--- src/rtl/ldm_stm_sequencer.sv ---
// LDM/STM block-transfer sequencer: walks a 16-bit register list one register per
// memory transfer, then applies optional base writeback in a single finishing cycle.
module ldm_stm_sequencer #(
   parameter int unsigned AW         = 32,
   parameter int unsigned WORD_BYTES = 4
) (
   input  logic          CLK,
   input  logic          RST_N,
   input  logic          START,
   input  logic          L,
   input  logic          P,
   input  logic          U,
   input  logic          W,
   input  logic [3:0]    RN,
   input  logic [15:0]   REGLIST,
   input  logic [AW-1:0] BASE,
   input  logic          MEM_READY,
   input  logic [AW-1:0] RD_DATA,
   input  logic [AW-1:0] RF_RD,
   output logic          BUSY,
   output logic          DONE,
   output logic [3:0]    RF_RA,
   output logic [3:0]    RF_WA,
   output logic          RF_WE,
   output logic [AW-1:0] RF_WD,
   output logic          MEM_REQ,
   output logic          MEM_WE,
   output logic [AW-1:0] MEM_ADDR,
   output logic [AW-1:0] MEM_WD,
   output logic          PC_LOAD,
   output logic [AW-1:0] PC_WD
);

   typedef enum logic [1:0] {S_IDLE, S_XFER, S_FIN} state_t;

   state_t        state_q, state_d;
   logic          l_q, l_d;
   logic          w_q, w_d;
   logic [3:0]    rn_q, rn_d;
   logic [15:0]   reglist_q, reglist_d;
   logic [15:0]   pend_q, pend_d;
   logic [AW-1:0] addr_q, addr_d;
   logic [AW-1:0] wb_q, wb_d;

   logic [4:0]    n_cnt;
   logic [AW-1:0] step;
   logic [AW-1:0] span;
   logic [AW-1:0] start_addr;
   logic [3:0]    cur;

   always_comb begin
      n_cnt = '0;
      for (int unsigned i = 0; i < 16; i++) n_cnt = n_cnt + 5'(REGLIST[i]);
      step = AW'(WORD_BYTES);
      span = AW'(n_cnt) * step;
      // Lowest address of the block; registers then fill it upward in every mode.
      unique case ({P, U})
         2'b01:   start_addr = BASE;
         2'b11:   start_addr = BASE + step;
         2'b00:   start_addr = BASE - span + step;
         default: start_addr = BASE - span;
      endcase
   end

   always_comb begin
      cur = '0;
      for (int unsigned i = 16; i > 0; i--) begin
         if (pend_q[i-1]) cur = 4'(i - 1);
      end
   end

   always_comb begin
      state_d   = state_q;
      l_d       = l_q;
      w_d       = w_q;
      rn_d      = rn_q;
      reglist_d = reglist_q;
      pend_d    = pend_q;
      addr_d    = addr_q;
      wb_d      = wb_q;
      BUSY      = 1'b0;
      DONE      = 1'b0;
      RF_RA     = '0;
      RF_WA     = '0;
      RF_WE     = 1'b0;
      RF_WD     = '0;
      MEM_REQ   = 1'b0;
      MEM_WE    = 1'b0;
      MEM_ADDR  = '0;
      MEM_WD    = '0;
      PC_LOAD   = 1'b0;
      PC_WD     = '0;
      unique case (state_q)
         S_IDLE: begin
            if (START) begin
               l_d       = L;
               w_d       = W;
               rn_d      = RN;
               reglist_d = REGLIST;
               pend_d    = REGLIST;
               addr_d    = start_addr;
               wb_d      = U ? (BASE + span) : (BASE - span);
               state_d   = (n_cnt != '0) ? S_XFER : S_FIN;
            end
         end
         S_XFER: begin
            BUSY     = 1'b1;
            MEM_REQ  = 1'b1;
            MEM_ADDR = addr_q;
            MEM_WE   = ~l_q;
            if (!l_q) begin
               RF_RA  = cur;
               MEM_WD = RF_RD;
            end
            if (MEM_READY) begin
               pend_d = pend_q & (pend_q - 16'd1);
               addr_d = addr_q + step;
               if (l_q) begin
                  if (cur == 4'd15) begin
                     PC_LOAD = 1'b1;
                     PC_WD   = RD_DATA;
                  end else begin
                     RF_WE = 1'b1;
                     RF_WA = cur;
                     RF_WD = RD_DATA;
                  end
               end
               if (pend_d == '0) state_d = S_FIN;
            end
         end
         S_FIN: begin
            BUSY = 1'b1;
            DONE = 1'b1;
            if (w_q && (rn_q != 4'd15) && !(l_q && reglist_q[rn_q])) begin
               RF_WE = 1'b1;
               RF_WA = rn_q;
               RF_WD = wb_q;
            end
            state_d = S_IDLE;
         end
         default: state_d = S_IDLE;
      endcase
   end

   always_ff @(posedge CLK or negedge RST_N) begin
      if (!RST_N) begin
         state_q   <= S_IDLE;
         l_q       <= 1'b0;
         w_q       <= 1'b0;
         rn_q      <= '0;
         reglist_q <= '0;
         pend_q    <= '0;
         addr_q    <= '0;
         wb_q      <= '0;
      end else begin
         state_q   <= state_d;
         l_q       <= l_d;
         w_q       <= w_d;
         rn_q      <= rn_d;
         reglist_q <= reglist_d;
         pend_q    <= pend_d;
         addr_q    <= addr_d;
         wb_q      <= wb_d;
      end
   end

endmodule

--- config.mk ---
export PLATFORM = sky130hd
export DESIGN_NAME = ldm_stm_sequencer
export DESIGN_NICKNAME = d
export VERILOG_FILES = /design/src/rtl/ldm_stm_sequencer.sv
export SDC_FILE = /design/constraint.sdc
export NUM_CORES = 1
export LEC_CHECK = 0
export BUFFER_PORTS_ARGS = -buffer_cell sky130_fd_sc_hd__buf_2
export CELL_PAD_IN_SITES_DETAIL_PLACEMENT = 2
export CELL_PAD_IN_SITES_GLOBAL_PLACEMENT = 2
export CORE_ASPECT_RATIO = 0.8
export CORE_MARGIN = 2
export CORE_UTILIZATION = 28
export CTS_CLUSTER_SIZE = 20
export DETAILED_ROUTE_END_ITERATION = 8
export HOLD_SLACK_MARGIN = 0.03
export PLACE_DENSITY = 0.91
export SLEW_MARGIN = 5
export SYNTH_ARGS = -nofsm -noshare
export SYNTH_HDL_FRONTEND = slang
export SYNTH_SLANG_ARGS = --single-unit
export TNS_END_PERCENT = 1
--- constraint.sdc ---
create_clock -name CLK -period 3.3 [get_ports CLK]
set_clock_uncertainty 0.05 [all_clocks]
set_input_delay 0 -clock CLK [delete_from_list [all_inputs] [get_ports CLK]]
set_output_delay 0 -clock CLK [all_outputs]
set_load 0.05 [all_outputs]
==> impl_metrics.yaml, run 1 <==
setup_path:
  arrival_ns: 6.53
  cp_max_fo: 5
  end_kind: "register"
  start_kind: "primary input"
  crit_type: "in -> reg"
  cp.required_ns: 3.50
grt:
  grt_max_degree: 70
  grt_pass1_wl_mm: 97.26
  antenna_found_initial: 3
  gr-usage-all-layers: 0.3184
  grt-ovfl-total: 0
  grt_pass1_vias: 15620
routing:
  drc: 0
  antenna_left: 0
  dr_total_vias: 13950
  drt-pass1-iter-count: 5
  wl_per_cell_um: 28.52
  vias_per_cell: 6.032
  wl_mm: 65.93
  first_iter_violations: 1102
outcome:
  violations: "setup timing"
  outcome: "finished, violations left"
timing:
  tightest_slew_ns: 0.9521
  setup_violations: 131
  min_period_ns: 6.330
  rsz0062_at_grt: "yes"
  fin_crit_sh: 1.918
  tns_ns: -140.54
  finalHoldViolCount: 0
  fmaxAchievable_mhz: 158.0
  fin_ws_ns: -3.030
  relSlewSlack: 0.3653
  drv_slew: 0
placed_design:
  hpwl_mm: 42.34
  port-buffer-count: 265
  gp_congestion: 0.9192
  placed_area_um2: 13700
pwr:
  p_leak_uw: 0.007018
  ir_drop_mv: 0.4886
  powerDensity_nw_per_um2: 946.0
synth:
  netlist_instances: 1431
  synth_cell_types: 88
  yosysSeqAreaShare: 0.2434
  yosysTopAreaCell: "dfrtp_1"
  ys.flop_type: "dfrtp_1"
  synth-edff-count: 0
  ys_top_cells_by_count: "nand2_1, nor2_1, clkbuf_1, dfrtp_1, o21ai_0"
  syn-num-nets: 1592
  ys_ff_latch: 104
  ys_top_cells_by_area: "dfrtp_1, nand2_1, o21ai_0"
  synth_most_common_cell: "nand2_1"
  ys_warn_count: 0
  synth_top_area_frac: 0.2434
  avgSynthCellArea_um2: 7.470
  async_flop_share: 1.000
  synth_area_um2: 10690
final_layout:
  final_area_um2: 15530
  seq_area_um2: 2604
  area_delta_synth_final_pct: 45.31
  nFillCells: 4151
  drive_gt1_frac: 0.3741
  multi_input_area_um2: 8168
  final_nets: 1979
worst_hold_path:
  hold_path.class: "in -> reg"
floorplan:
  io_pins: 266
  die_y_um: 178.8
  die_x_um: 222.5
  die_area_um2: 39770
  start_util: 0.2861
  rows: 63
  core_area_um2: 37360
flow_run:
  drv_cap: 0
clock_tree:
  htree_levels: 3
  tritoncts: "yes"
  cts_root_buf: "clkbuf_16"
  clk_path_buf_depth: 2
  cts_buffers: 9
  clk_latency_ns: 0.39
  cts_sinks: 104
  cts.clk_slew.worst_paths_ns: 0.08
[placed cells by master, fill, tap and decap left out, drive strengths merged, types with 6 or more instances in the layout]
master,count
a22o,8
or4,17
nand2b,12
o31ai,9
and2,68
clkbuf,9
dfrtp,104
nor2b,9
nor3,37
nand2,178
a21oi,78
o21ai,110
nand3,46
xnor2,58
o22ai,31
nor3b,6
or3,19
a2bb2oi,36
dlygate4sd3,22
mux2,20
and3,51
a22oi,6
nor4,20
nand4,19
mux2i,10
ha,25
xor2,22
a31oi,20
buf,475
fa,12
inv,60
a21o,15
a211oi,15
nor2,107
[through the flow]
stage	hold slack [ns]	worst slack, ns	cells	util	power, uW
detailed placement	0.1531	-3.407	2259	0.3668	11640
floorplan	-0.3456	-2.821	1431	-	8080
CTS	0.03239	-2.754	2305	0.4100	13810
finish	0.03666	-3.030	2312	0.4157	14700
global route	0.05468	-3.085	2312	0.4157	15400
global placement	0.1438	-3.130	2259	0.3668	10920
[final timing paths]
path | endpoint | cells past startpoint | start | slack [ns]
worst max register to register | state_q[1] | 10 | pend_q[2] | -0.17
worst min register to register | wb_q[29] | 2 | wb_q[29] | 0.45
max in group asynchronous | addr_q[30] | 3 | RST_N | 2.02
worst max-delay path | addr_q[24] | 26 | REGLIST[11] | -3.03
worst min-delay path | pend_q[5] | 4 | REGLIST[5] | 0.04
min in group asynchronous | rn_q[2] | 2 | RST_N | 0.27
[flip-flops by register name, indices dropped and copies added (netlist names)]
register and count:
wb_q 32, rn_q 4, l_q 1, pend_q 16, addr_q 32, state_q 2
reglist_q 16, w_q 1
[power by group]
part	internal, uW	switching, uW	leakage, uW
clock network	687	632	0.000166
logic	3940	6710	0.00560
registers	1930	805	0.00126
[metal layers]
metal | GRT usage | routed length [um] | vias up
met5 | 0 | 13 | -
met1 | 0.3382 | 23920 | 7084
li1 | - | - | 5877
met2 | 0.5950 | 34110 | 687
met3 | 0.04982 | 3251 | 297
met4 | 0.2019 | 4643 | 2
[cells by family after synthesis]
group | share of synthesized area
and+or+nand+nor | 0.2941
buffers and inverters | 0.06624
AOI/OAI and AO/OA | 0.2361
DFF | 0.2434
xor gates and xnor gates | 0.06554
muxes | 0.04097
adders and majority gates | 0.05360
[cell type report]
class | count | area share
Clock buffer | 9 | 0.01450
Clock inverter | 7 | 0.007169
Multi-Input combinational cell | 1146 | 0.5258
Inverter | 60 | 0.01450
Antenna cell | 2 | 0.0003222
Tap cell | 487 | 0.03923
Timing Repair Buffer | 497 | 0.2309
Sequential cell | 104 | 0.1676
[timing repair]
item	in CTS	in global routing
pin swaps	48	16
buffers inserted	8	5
setup endpoints to repair	131	131
resized for setup	266	50
endpoints found under the hold margin	98	0
hold buffers	22	0
gates cloned	0	0
[worst max-delay path, cell delays in order]
cell and delay [ns]:
buf_2 0.12, fa_1 0.59, inv_2 0.05, fa_1 0.50
inv_2 0.05, fa_2 0.57, inv_2 0.05, fa_2 0.53
inv_2 0.05, ha_4 0.16, a21o_1 0.20, a21oi_2 0.21
xor2_2 0.12, buf_4 0.15, buf_4 0.13, ha_2 0.20
buf_4 0.15, inv_2 0.09, a21o_1 0.24, nand2_1 0.13
o211a_1 0.30, or4_4 0.58, or4_4 0.50, or4_1 0.56
a31oi_1 0.20, nor2_1 0.10
No activity file was read; power rests on OpenSTA's default activity.
==> run 2, diff against run 1 <==
--- a/config.mk
+++ b/config.mk
@@ -15,6 +15,7 @@
 export DETAILED_ROUTE_END_ITERATION = 8
 export HOLD_SLACK_MARGIN = 0.03
 export PLACE_DENSITY = 0.91
+export SKIP_LAST_GASP = 1
 export SLEW_MARGIN = 5
 export SYNTH_ARGS = -nofsm -noshare
 export SYNTH_HDL_FRONTEND = slang
==> run 2 against run 1 <==
  * The flow still finishes with violations (setup timing)
  * Sequential cell count is the same
  * Cell area fell by 6.0%
  * Die area unchanged
  * Sequential power decreased by 1%
  * Wire length decreased by 13%
  * Hold slack improved by 0.0049 ns
  * Power shrank 7.4%
  * Combinational power fell by 9%
  * Count of clock-buffer cells in the layout stayed put
  * Critical path depth fell by 1
  * Critical path type unchanged
  * Largest cell class unchanged
==> impl_metrics.yaml, run 2 (synthesis gave the netlist of run 1 again) <==
timing:
  min_period_ns: 6.256
  relSlewSlack: 0.3664
  finalHoldViolCount: 0
  fmaxAchievable_mhz: 159.9
  setup_violations: 131
  tns_ns: -160.71
  rsz0062_at_grt: "yes"
  tightest_slew_ns: 0.9504
  hold_ws_ns: 0.04159
  drv_slew: 0
  fin_ws_ns: -2.956
  fin_crit_sh: 1.896
routing:
  first_iter_violations: 903
  antenna_left: 0
  vias_per_cell: 5.689
  drc: 0
  wl_per_cell_um: 24.88
  dr_total_vias: 13140
  wl_mm: 57.45
  drt-pass1-iter-count: 5
final_layout:
  seq_area_um2: 2603
  area_delta_synth_final_pct: 36.60
  final_nets: 1975
  final_cells: 2309
  multi_input_area_um2: 7679
  mostFrequentLayoutCell: "buf_2"
  nFillCells: 4306
  top_regs: "addr_q x32, wb_q x32"
  layout_common_cells: "buf_2, buf_4, nand2_1, nor2_1, dfrtp_1"
  drive_gt1_frac: 0.3222
clock_tree:
  tritoncts: "yes"
  cts.clk_slew.worst_paths_ns: 0.08
  cts_buffers: 9
  clk_path_buf_depth: 2
  clk_latency_ns: 0.39
  htree_levels: 3
  cts_sinks: 104
  cts_root_buf: "clkbuf_16"
floorplan:
  die_x_um: 222.5
  rows: 63
  start_util: 0.2861
  die_area_um2: 39770
  die_y_um: 178.8
  core_area_um2: 37360
  io_pins: 266
pwr:
  powerDensity_nw_per_um2: 932.3
  p_seq_frac: 0.198
  p_leak_uw: 0.006789
  ir_drop_mv: 0.3712
  clkPwrFrac: 0.095
  power_switching_uw: 7448
  p_int_uw: 6166
  pwr-share-comb: 0.707
  p_total_uw: 13610
  swShare: 0.5471
grt:
  grt_pass1_wl_mm: 85.51
  gr-usage-all-layers: 0.2768
  grt_max_degree: 70
  use_met2: 0.5371
  met3_usage: 0.03441
  antenna_found_initial: 3
  gr-usage-met1: 0.3024
  busiest_layer: "met2"
  grt_pass1_vias: 14490
  grt-ovfl-total: 0
placed_design:
  port-buffer-count: 265
  dpl.cell_count: 2259
  gp_congestion: 0.9192
  hpwl_mm: 42.34
outcome:
  violations: "setup timing"
  outcome: "finished, violations left"
setup_path:
  start_kind: "primary input"
  crit_slowest_cell: "fa_1"
  arrival_ns: 6.46
  cp.required_ns: 3.50
  crit_type: "in -> reg"
  slowest_delay_ns: 0.56
  cp_common_cell: "inv_1"
  cp_max_fo: 5
  end_kind: "register"
flow_run:
  drv_cap: 0
worst_hold_path:
  hold_path.class: "in -> reg"
-- run 2: power by group through the flow --
stage	clock (uW)	sequential [uW]	combinational, uW
2_1_floorplan	0	2350	5730
3_3_place_gp	0	2620	8300
3_5_place_dp	0	2680	8960
4_1_cts	1310	2670	9380
5_1_grt	1350	2790	10300
6_report	1300	2690	9630
-- run 2: worst paths after layout --
path                              start            to  slack (ns)  cells after the start
min in group asynchronous         RST_N           w_q        0.27                      2
setup reg to reg              pend_q[2]    state_q[0]       -0.07                     10
hold / removal                 BASE[31]      wb_q[31]        0.04                      3
max in group asynchronous         RST_N    addr_q[31]        2.02                      3
setup / recovery            REGLIST[11]    addr_q[30]       -2.96                     25
hold reg to reg            reglist_q[6]  reglist_q[6]        0.44                      2
-- run 2: critical path: cells and delay by family --
kind / cells / cell delay, ns
buf+inv: 7 / 0.68
compound gates: 3 / 0.42
fa+ha+maj: 7 / 2.78
simple gates: 7 / 2.28
mux: 1 / 0.27
-- run 2: metrics by stage --
step	cell area, um^2	setup slack, ns	utilization
finish	14600	-2.956	0.3908
global route	14600	-3.191	0.3907
CTS	14490	-2.810	0.3879
detailed placement	13700	-3.407	0.3668
global placement	13700	-3.130	0.3668
floorplan	10720	-2.821	-
-- run 2: what timing repair did --
item | CTS | global route
endpoints found under the hold margin | 97 | 0
resized for setup | 35 | 14
buffers inserted | 8 | 2
pin swaps | 14 | 7
hold buffers | 21 | 0
setup endpoints to repair | 131 | 132
-- run 2: layout make-up --
type,count,area share
inverter,60,0.01542
multi-input combinational,1146,0.5258
clock inverter,7,0.007626
antenna,3,0.0005141
clock buffer,9,0.01542
sequential,104,0.1782
tap,487,0.04173
timing repair buffer,493,0.2152
-- run 2: routing by layer --
layer,routed length (um),share of wire
met5,11,0.00019
met3,2299,0.040
met1,21950,0.38
met2,30580,0.53
met4,2611,0.045
==> run 3, diff against run 2 <==
--- a/config.mk
+++ b/config.mk
@@ -5,18 +5,18 @@
 export SDC_FILE = /design/constraint.sdc
 export NUM_CORES = 1
 export LEC_CHECK = 0
+export ABC_AREA = 1
 export BUFFER_PORTS_ARGS = -buffer_cell sky130_fd_sc_hd__buf_2
 export CELL_PAD_IN_SITES_DETAIL_PLACEMENT = 2
 export CELL_PAD_IN_SITES_GLOBAL_PLACEMENT = 2
 export CORE_ASPECT_RATIO = 0.8
-export CORE_MARGIN = 2
-export CORE_UTILIZATION = 28
+export CORE_UTILIZATION = 26
 export CTS_CLUSTER_SIZE = 20
 export DETAILED_ROUTE_END_ITERATION = 8
 export HOLD_SLACK_MARGIN = 0.03
 export PLACE_DENSITY = 0.91
 export SKIP_LAST_GASP = 1
-export SLEW_MARGIN = 5
+export SLEW_MARGIN = 10
 export SYNTH_ARGS = -nofsm -noshare
 export SYNTH_HDL_FRONTEND = slang
 export SYNTH_SLANG_ARGS = --single-unit
==> run 3 against run 2 <==
  * The run still ends with setup timing left
  * Combinational power up 16%
  * Largest power group unchanged
  * Sequential power hardly changed
  * Cell count up 32%
  * Die area increased by 15%
  * Critical path type unchanged
  * Highest routed layer is now met4
==> impl_metrics.yaml, run 3 <==
outcome:
  outcome: "finished, violations left"
  violations: "setup timing"
final_layout:
  multi_input_area_um2: 8150
  area_delta_synth_final_pct: 40.23
  mostFrequentLayoutCell: "nand2_1"
  seq_area_um2: 2603
  nFillCells: 5341
  top_regs: "addr_q x32, wb_q x32"
  final_area_um2: 16310
  final_nets: 2601
  layout_common_cells: "nand2_1, buf_2, inv_1, buf_4, nor2_1"
  drive_gt1_frac: 0.2937
setup_path:
  regToRegSetupSlack_ns: -0.24
  cp_max_fo: 5
  cp.required_ns: 3.60
  rr_endpoint: "state_q[0]"
  start_kind: "primary input"
  crit_slowest_cell: "fa_2"
  end_kind: "register"
  r2r-start: "pend_q[0]"
  slowest_delay_ns: 0.71
  crit_type: "in -> reg"
  r2r_cells: 13
  arrival_ns: 7.01
floorplan:
  die_y_um: 191.2
  core_area_um2: 43650
  die_area_um2: 45600
  die_x_um: 238.5
  rows: 68
  start_util: 0.2665
  io_pins: 266
clock_tree:
  cts_root_buf: "clkbuf_16"
  cts.clk_slew.worst_paths_ns: 0.10
  tritoncts: "yes"
  clk_path_buf_depth: 2
  cts_sinks: 104
  htree_levels: 3
  clk_latency_ns: 0.44
  cts_buffers: 9
pwr:
  powerDensity_nw_per_um2: 931.2
  p_leak_uw: 0.008544
  ir_drop_mv: 0.5286
synth:
  ys.flop_type: "dfrtp_1"
  ys_top_cells_by_count: "nand2_1, inv_1, nor2_1"
  synth_area_um2: 11630
  ys_top_cells_by_area: "dfrtp_1, nand2_1, inv_1"
  netlist_instances: 2000
  ys_ff_latch: 104
  async_flop_share: 1.000
  syn-num-nets: 2161
  ys_warn_count: 0
  synth_cell_types: 51
  synth_most_common_cell: "nand2_1"
  yosysSeqAreaShare: 0.2237
  synth-edff-count: 0
  yosysTopAreaCell: "dfrtp_1"
  synth_top_area_frac: 0.2237
  avgSynthCellArea_um2: 5.817
timing:
  min_period_ns: 6.711
  tns_ns: -182.71
  fin_ws_ns: -3.411
  fmaxAchievable_mhz: 149.0
  drv_slew: 0
  setup_violations: 132
  relSlewSlack: 0.2475
  fin_crit_sh: 2.034
  hold_ws_ns: 0.06183
  finalHoldViolCount: 0
  rsz0062_at_grt: "yes"
  tightest_slew_ns: 1.129
grt:
  gr-usage-all-layers: 0.3857
  antenna_found_initial: 4
  grt_pass1_wl_mm: 128.5
  grt_pass1_vias: 19010
  grt-ovfl-total: 0
  grt_max_degree: 89
flow_run:
  drv_cap: 0
worst_hold_path:
  hold_path.class: "in -> async"
routing:
  wl_per_cell_um: 30.57
  dr_total_vias: 17660
  drc: 0
  wl_mm: 93.05
  vias_per_cell: 5.801
  drt-pass1-iter-count: 6
  antenna_left: 0
  first_iter_violations: 1796
placed_design:
  port-buffer-count: 265
  hpwl_mm: 56.12
  gp_congestion: 0.9814
  placed_area_um2: 14790
==> run 3: how the worst max path moves through the flow <==
| stage | to | slack (ns) | cells after the start | start |
|---|---|---|---|---|
| 6_report | addr_q[20] | -3.41 | 32 | REGLIST[15] |
| 5_1_grt | addr_q[17] | -3.52 | 34 | REGLIST[15] |
| 4_1_cts | addr_q[27] | -2.21 | 35 | REGLIST[9] |
| 3_5_place_dp | addr_q[26] | -3.28 | 35 | REGLIST[5] |
| 3_3_place_gp | addr_q[30] | -2.58 | 31 | REGLIST[0] |
| 2_1_floorplan | addr_q[28] | -1.74 | 28 | REGLIST[5] |
==> run 3: critical path: cells and delay by family <==
family,cells,cell delay [ns]
compound gates,4,0.61
xor+xnor,1,0.26
fa+ha+maj,6,3.00
buf+inv,8,0.87
simple gates,13,2.23
==> run 3: cell type report <==
type                            count  share of cell area
Clock inverter                      7            0.005445
Clock buffer                        9             0.01380
Antenna cell                        4           0.0006135
Multi-Input combinational cell   1520              0.4996
Sequential cell                   104              0.1595
Timing Repair Buffer              522              0.2095
Inverter                          283             0.06588
Tap cell                          595             0.04563
==> run 3: power by group <==
part | leakage (uW) | switching, uW | internal, uW | total [uW]
clock | 0.000153 | 717 | 553 | 1270
sequential | 0.00125 | 758 | 1920 | 2680
combinational | 0.00714 | 8060 | 3180 | 11200
==> run 3: per-layer routing <==
layer / up-vias / GRT usage / part of all wire
met5: - / 0.008658 / 0
met4: 0 / 0.2562 / 0.083
met3: 489 / 0.1303 / 0.10
met2: 1218 / 0.6333 / 0.45
met1: 8729 / 0.4242 / 0.36
li1: 7221 / - / -
==> run 3: timing repair <==
item                                    4_1_cts  5_1_grt
endpoints found under the setup margin       62      132
hold endpoints to repair                     71        1
cloned                                        1        0
hold buffers                                 26        1
setup buffers                                28       11
gates resized for setup                     127       33
pin swaps                                    53       25
==> run 3: cells by family after synthesis <==
family / share of synthesized area
simple gates: 0.4222
compound gates: 0.1585
buf+inv: 0.1269
fa+ha+maj: 0.04754
xor+xnor: 0.02108
flops: 0.2237
==> run 3: metrics by stage <==
step | power [uW] | util | std cells | worst slack (ns)
after CTS | 13350 | 0.3687 | 3028 | -2.206
after detailed placement | 11420 | 0.3390 | 2957 | -3.285
after global routing | 15560 | 0.3736 | 3041 | -3.524
after floorplan | 7788 | - | 2000 | -1.742
final | 15190 | 0.3738 | 3044 | -3.411
after global placement | 10470 | 0.3390 | 2957 | -2.579
